--- src/rtl/seq_mag_comp_pkg.sv ---
// Shared types for the sequential magnitude comparator.
// State encoding and one-hot {eq,lt,gt} result constants.
package comp_pkg;

    typedef enum logic [1:0] {
        IDLE = 2'b00,
        SCAN = 2'b01,
        DONE = 2'b10
    } state_t;

    localparam logic [2:0] RES_EQ = 3'b100;
    localparam logic [2:0] RES_LT = 3'b010;
    localparam logic [2:0] RES_GT = 3'b001;

    function automatic logic [2:0] pick_res(input logic lt, input logic gt);
        logic [2:0] r;
        r = RES_EQ;
        if (lt) r = RES_LT;
        else if (gt) r = RES_GT;
        return r;
    endfunction

endpackage

--- src/rtl/seq_mag_comp_digit.sv ---
// Combinational W-bit unsigned compare, usable standalone.
// Ports: a, b (W bits) in; eq, lt, gt one-hot out.
module comp_digit #(
    parameter int W = 2
) (
    input  logic [W-1:0] a,
    input  logic [W-1:0] b,
    output logic         eq,
    output logic         lt,
    output logic         gt
);

    assign eq = (a == b);
    assign lt = (a < b);
    assign gt = (a > b);

endmodule

--- src/rtl/seq_mag_comp.sv ---
// Multi-cycle MSB-first magnitude comparator, DIGIT bits per cycle,
// unsigned or two's-complement per transaction.
// Ports: clk, rst_n (async low); in_valid/in_ready, a, b, signed_mode;
// out_valid/out_ready, eq, lt, gt (registered one-hot); busy.
// Option: define SEQ_MAG_COMP_EARLY_EXIT_EN to finish on first
// differing digit instead of always scanning NUM_STEPS digits.
module seq_mag_comp
    import comp_pkg::*;
#(
    parameter int WIDTH = 16,
    parameter int DIGIT = 2
) (
    input  logic             clk,
    input  logic             rst_n,
    input  logic             in_valid,
    output logic             in_ready,
    input  logic [WIDTH-1:0] a,
    input  logic [WIDTH-1:0] b,
    input  logic             signed_mode,
    output logic             out_valid,
    input  logic             out_ready,
    output logic             eq,
    output logic             lt,
    output logic             gt,
    output logic             busy
);

    localparam int NUM_STEPS = WIDTH / DIGIT;
    localparam int CW = (NUM_STEPS > 1) ? $clog2(NUM_STEPS) : 1;

    if (WIDTH < 2 || (WIDTH % DIGIT) != 0) begin : g_bad_cfg
        $error("seq_mag_comp: WIDTH must be >= 2 and divisible by DIGIT");
    end

    state_t           state;
    logic [WIDTH-1:0] sa;
    logic [WIDTH-1:0] sb;
    logic [CW-1:0]    step;
    logic             decided;
    logic [2:0]       res;

    logic             d_eq;
    logic             d_lt;
    logic             d_gt;
    logic [2:0]       fin_res;
    logic             last;
    logic             scan_end;
    logic [WIDTH-1:0] msb_flip;

    comp_digit #(.W(DIGIT)) u_digit (
        .a  (sa[WIDTH-1 -: DIGIT]),
        .b  (sb[WIDTH-1 -: DIGIT]),
        .eq (d_eq),
        .lt (d_lt),
        .gt (d_gt)
    );

    // Flipping the sign bit maps two's complement onto offset binary,
    // so the unsigned digit scan orders signed values correctly.
    assign msb_flip = {signed_mode, {(WIDTH-1){1'b0}}};

    always_comb begin
        fin_res = decided ? res : pick_res(d_lt, d_gt);
        last    = (step == CW'(NUM_STEPS - 1));
`ifdef SEQ_MAG_COMP_EARLY_EXIT_EN
        scan_end = last || (!decided && !d_eq);
`else
        scan_end = last;
`endif
    end

    assign in_ready = (state == IDLE);
    assign busy     = (state == SCAN) || (state == DONE);

    always_ff @(posedge clk or negedge rst_n) begin
        if (!rst_n) begin
            state     <= IDLE;
            sa        <= '0;
            sb        <= '0;
            step      <= '0;
            decided   <= 1'b0;
            res       <= '0;
            out_valid <= 1'b0;
            eq        <= 1'b0;
            lt        <= 1'b0;
            gt        <= 1'b0;
        end else begin
            unique case (state)
                IDLE: begin
                    if (in_valid) begin
                        sa      <= a ^ msb_flip;
                        sb      <= b ^ msb_flip;
                        step    <= '0;
                        decided <= 1'b0;
                        res     <= '0;
                        eq      <= 1'b0;
                        lt      <= 1'b0;
                        gt      <= 1'b0;
                        state   <= SCAN;
                    end
                end
                SCAN: begin
                    if (!decided && !d_eq) begin
                        decided <= 1'b1;
                        res     <= pick_res(d_lt, d_gt);
                    end
                    sa   <= sa << DIGIT;
                    sb   <= sb << DIGIT;
                    step <= step + CW'(1);
                    if (scan_end) begin
                        {eq, lt, gt} <= fin_res;
                        out_valid    <= 1'b1;
                        state        <= DONE;
                    end
                end
                DONE: begin
                    if (out_ready) begin
                        out_valid <= 1'b0;
                        state     <= IDLE;
                    end
                end
                default: state <= IDLE;
            endcase
        end
    end

endmodule

--- config.mk ---
export PLATFORM = sky130hd
export DESIGN_NAME = seq_mag_comp
export DESIGN_NICKNAME = d
export VERILOG_FILES = /design/src/rtl/seq_mag_comp_pkg.sv /design/src/rtl/seq_mag_comp_digit.sv /design/src/rtl/seq_mag_comp.sv
export SDC_FILE = /design/constraint.sdc
export NUM_CORES = 1
export LEC_CHECK = 0
export CORE_ASPECT_RATIO = 1.1
export CORE_MARGIN = 2
export CORE_UTILIZATION = 46
export CTS_CLUSTER_DIAMETER = 30
export CTS_CLUSTER_SIZE = 14
export DETAILED_ROUTE_END_ITERATION = 6
export PLACE_DENSITY = 0.7
export SETUP_SLACK_MARGIN = 0.3
export SLEW_MARGIN = 20
export SYNTH_ARGS = -nofsm -noshare
export SYNTH_HDL_FRONTEND = slang
export SYNTH_HIERARCHICAL = 1
export SYNTH_SLANG_ARGS = --single-unit
--- constraint.sdc ---
create_clock -name clk -period 2.88 [get_ports clk]
set_clock_uncertainty 0.1 [all_clocks]
set_input_delay 0.576 -clock clk [delete_from_list [all_inputs] [get_ports clk]]
set_output_delay 0.576 -clock clk [all_outputs]
set_load 0.02 [all_outputs]
==> impl_metrics.csv <==
group,metric,value,unit
timing,setup_tns,0,ns
die,start_util,48.6,%
synthesis,synth.area.top_cells,"dfrtp_1, mux2i_1, nand2_1, ha_1, o21ai_1",
timing,max_freq,0.406,GHz
clock_network,cts_tree,"yes",
global_route,met2_usage,23.4,%
global_route,overflow,0,
die,io-pin-count,43,
synthesis,synth_top_area_cell,"dfrtp_1",
critical_path,max_stage_delay,0.66,ns
clock_network,cts-root-buf,"clkbuf_8",
final_layout,syn_to_final_growth,24.2,%
clock_network,cts_made_buffers,5,
global_route,use_met1,24.7,%
routing,drt-vias-per-instance,5.02,
routing,drtAntennaViolNets,0,
synthesis,syn_avg_cell_area,10.5,um^2
global_route,grtUsageMet3,4.49,%
critical_path,worstSetupPathType,"register to primary output",
routing,totalWireLength,4240,um
timing,rsz0062_at_grt,"no",
synthesis,synth_ff_type,"dfrtp_1",
power_and_ir_drop,leakagePower,1.28,nW
clock_network,clock_path_buffers,2,
final_layout,drive_gt1_share,8.43,%
place,place_inst,309,
critical_path,arrival,1.78,ns
min_path,hold_class,"input port to asynchronous set/reset pin",
clock_network,h-tree-depth,2,
final_layout,antenna_cells,0,
final_layout,final_util,60.3,%
global_route,grt_max_degree,36,
synthesis,synth_seq_cells,45,
routing,first_iter_violations,58,
clock_network,cts_resized,0,
timing,maxSlewViolCount,0,
clock_network,cts_setup_buffers,0,
critical_path,slowest_stage,"clkdlybuf4s50_1",
timing,period_share,85.4,%
synthesis,ys_types,34,
critical_path,start_kind,"register",
global_route,grt_pass1_wl,7310,um
clock_network,holdBufCountCts,0,
routing,routedWlPerCell,13.4,um
global_route,antenna_found_initial,0,
power_and_ir_drop,vdd_ir_drop_max,0.521,mV
place,io_buffers,42,
global_route,grt_usage,16.5,%
die,die_width,71.3,um
clock_network,worstSkewPairLatency,0.30,ns
power_and_ir_drop,p_total,2.92,mW
outcome,status,"complete, no violations",
critical_path,r2r-start,"state[1]",
synthesis,ys_seq_area_share,49.2,%
run,maxCapViolCount,0,
routing,vias,1592,
synthesis,synth-edff-count,0,
die,dieArea,5560,um^2
final_layout,fin_cells,317,
global_route,grt_busiest_layer,"met1",
critical_path,crit_chain,"inv_1, ha_1, clkdlybuf4s50_1",
timing,worstMarginPinSlew,0.677,ns
die,die_y,78.0,um
timing,hold_viol_final,0,
clock_network,clk_pin_slew,0.09,ns
critical_path,critPathRequiredTime,2.20,ns
die,core,4720,um^2
synthesis,synth_cells,218,
die,num_rows,26,
critical_path,cp-end-kind,"primary output",
critical_path,r2r_cells,6,
timing,relSlewSlack,53.9,%
place,hpwlAfterDp,3100,um
synthesis,synth_nets,263,
place,place.gp.congestion,0.813,
synthesis,async_flop_share,100,%
synthesis,synth_top_area_share,49.2,%
routing,dr.pass1.iters,4,
synthesis,yosys_warnings,6,
place,place_ws,0.617,ns
final_layout,layout.nets,305,
routing,drcViolationCount,0,
global_route,grt_pass1_vias,1529,
critical_path,r2r_end,"state[0]",
critical_path,cp_max_fo,6,
timing,holdWs,0.0359,ns
final_layout,stdcell_area,2850,um^2
timing,finalCriticalPeriod,2.46,ns
critical_path,rrSetupSlack,0.74,ns
clock_network,numClockSinks,45,
place,place_area,2750,um^2
timing,setup_slack,0.420,ns
synthesis,syn_area,2290,um^2
power_and_ir_drop,power_density,1030,nW/um^2
timing,final-setup-viol-count,0,
## power by group
| group | total, mW | internal, mW | switching (mW) |
|---|---|---|---|
| registers | 1.06 | 0.911 | 0.152 |
| logic | 1.46 | 0.685 | 0.776 |
| clock network | 0.400 | 0.175 | 0.225 |
| total | 2.92 | 1.77 | 1.15 |
## Yosys cell counts (2+ instances only)
cell type   n
dfrtp_1    45
nand2_1    37
mux2i_1    29
o21ai_1    20
o21ai_0    15
ha_1        8
nand2b_1    8
inv_1       7
buf_2       6
and2_1      4
a22o_1      3
buf_6       3
o31ai_1     3
a32o_1      2
and2b_1     2
clkbuf_2    2
mux2_2      2
nor2_1      2
nor2b_1     2
o221ai_1    2
o2bb2ai_1   2
xor2_1      2
## layout make-up
class	count	area, um^2
multi-input cells	153	1060
clock inverters	3	25.0
inverters	7	26.3
repair buffers	48	473
flip-flops and latches	45	1130
fillers	394	1870
well taps	56	70.1
clock buffers	5	68.8
## registers in the layout, summed over array words and instances, names as in the netlist, 2 cells and up
| name | cells |
|---|---|
| sa | 16 |
| sb | 16 |
| res | 3 |
| step | 3 |
| state | 2 |
## critical path: cells and delay by family, from the launching register on
family	cells	cell delay [ns]
fa+ha+maj	1	0.32
flops	1	0.40
buf+inv	2	0.77
## layout by cell type (no fill, tap or decap)
cell and instances:
mux2i_4 1, buf_2 1, o31ai_1 3, nor3b_1 1, and3_1 1, buf_4 5
inv_1 7, o221ai_1 2, nor3_2 1, nand2b_1 8, dfrtp_1 45, clkinv_4 1
ha_2 1, o21ai_0 15, ha_1 7, nand2b_4 1, and2b_1 2, nor2_1 2
clkinvlp_4 1, and2_1 4, nor3_1 1, inv_6 1, a21o_1 1, buf_12 1
xor2_1 2, a32o_1 2, clkbuf_8 5, a21oi_1 1, nand2_1 37, nand4b_1 1
a22o_1 3, nor2b_1 2, clkdlybuf4s50_1 41, mux2i_1 29, mux2_2 2, o2bb2ai_1 2
o21ai_1 20, and2_4 1
## per-layer routing
layer	vias up	part of all wire, %	routed length (um)
li1	833	-	-
met1	729	49	2100
met2	28	46	1950
met3	2	4.1	172
met4	0	0.64	27
met5	-	0	0
## cell families after synthesis
kind of cell	after synthesis	share of synthesized area (%)
buffers and inverters	20	4.86
AO/OA/AOI/OAI	49	12.7
flip-flops	45	49.2
XOR/XNOR	2	0.765
multiplexers	32	14.6
AND/OR/NAND/NOR	62	13.5
adder cells (fa/ha/maj)	8	4.37
## worst max-delay path by stage
stage	startpoint	endpoint	slack [ns]	cells after the start
3_5_place_dp	in_valid	sa[6]	0.62	4
6_report	state[1]	in_ready	0.42	3
3_3_place_gp	in_valid	sa[8]	0.68	4
5_1_grt	state[1]	in_ready	0.31	3
4_1_cts	state[1]	in_ready	0.39	3
2_1_floorplan	state[0]	sb[14]	1.11	7
Power figures use the tool's default switching activity.
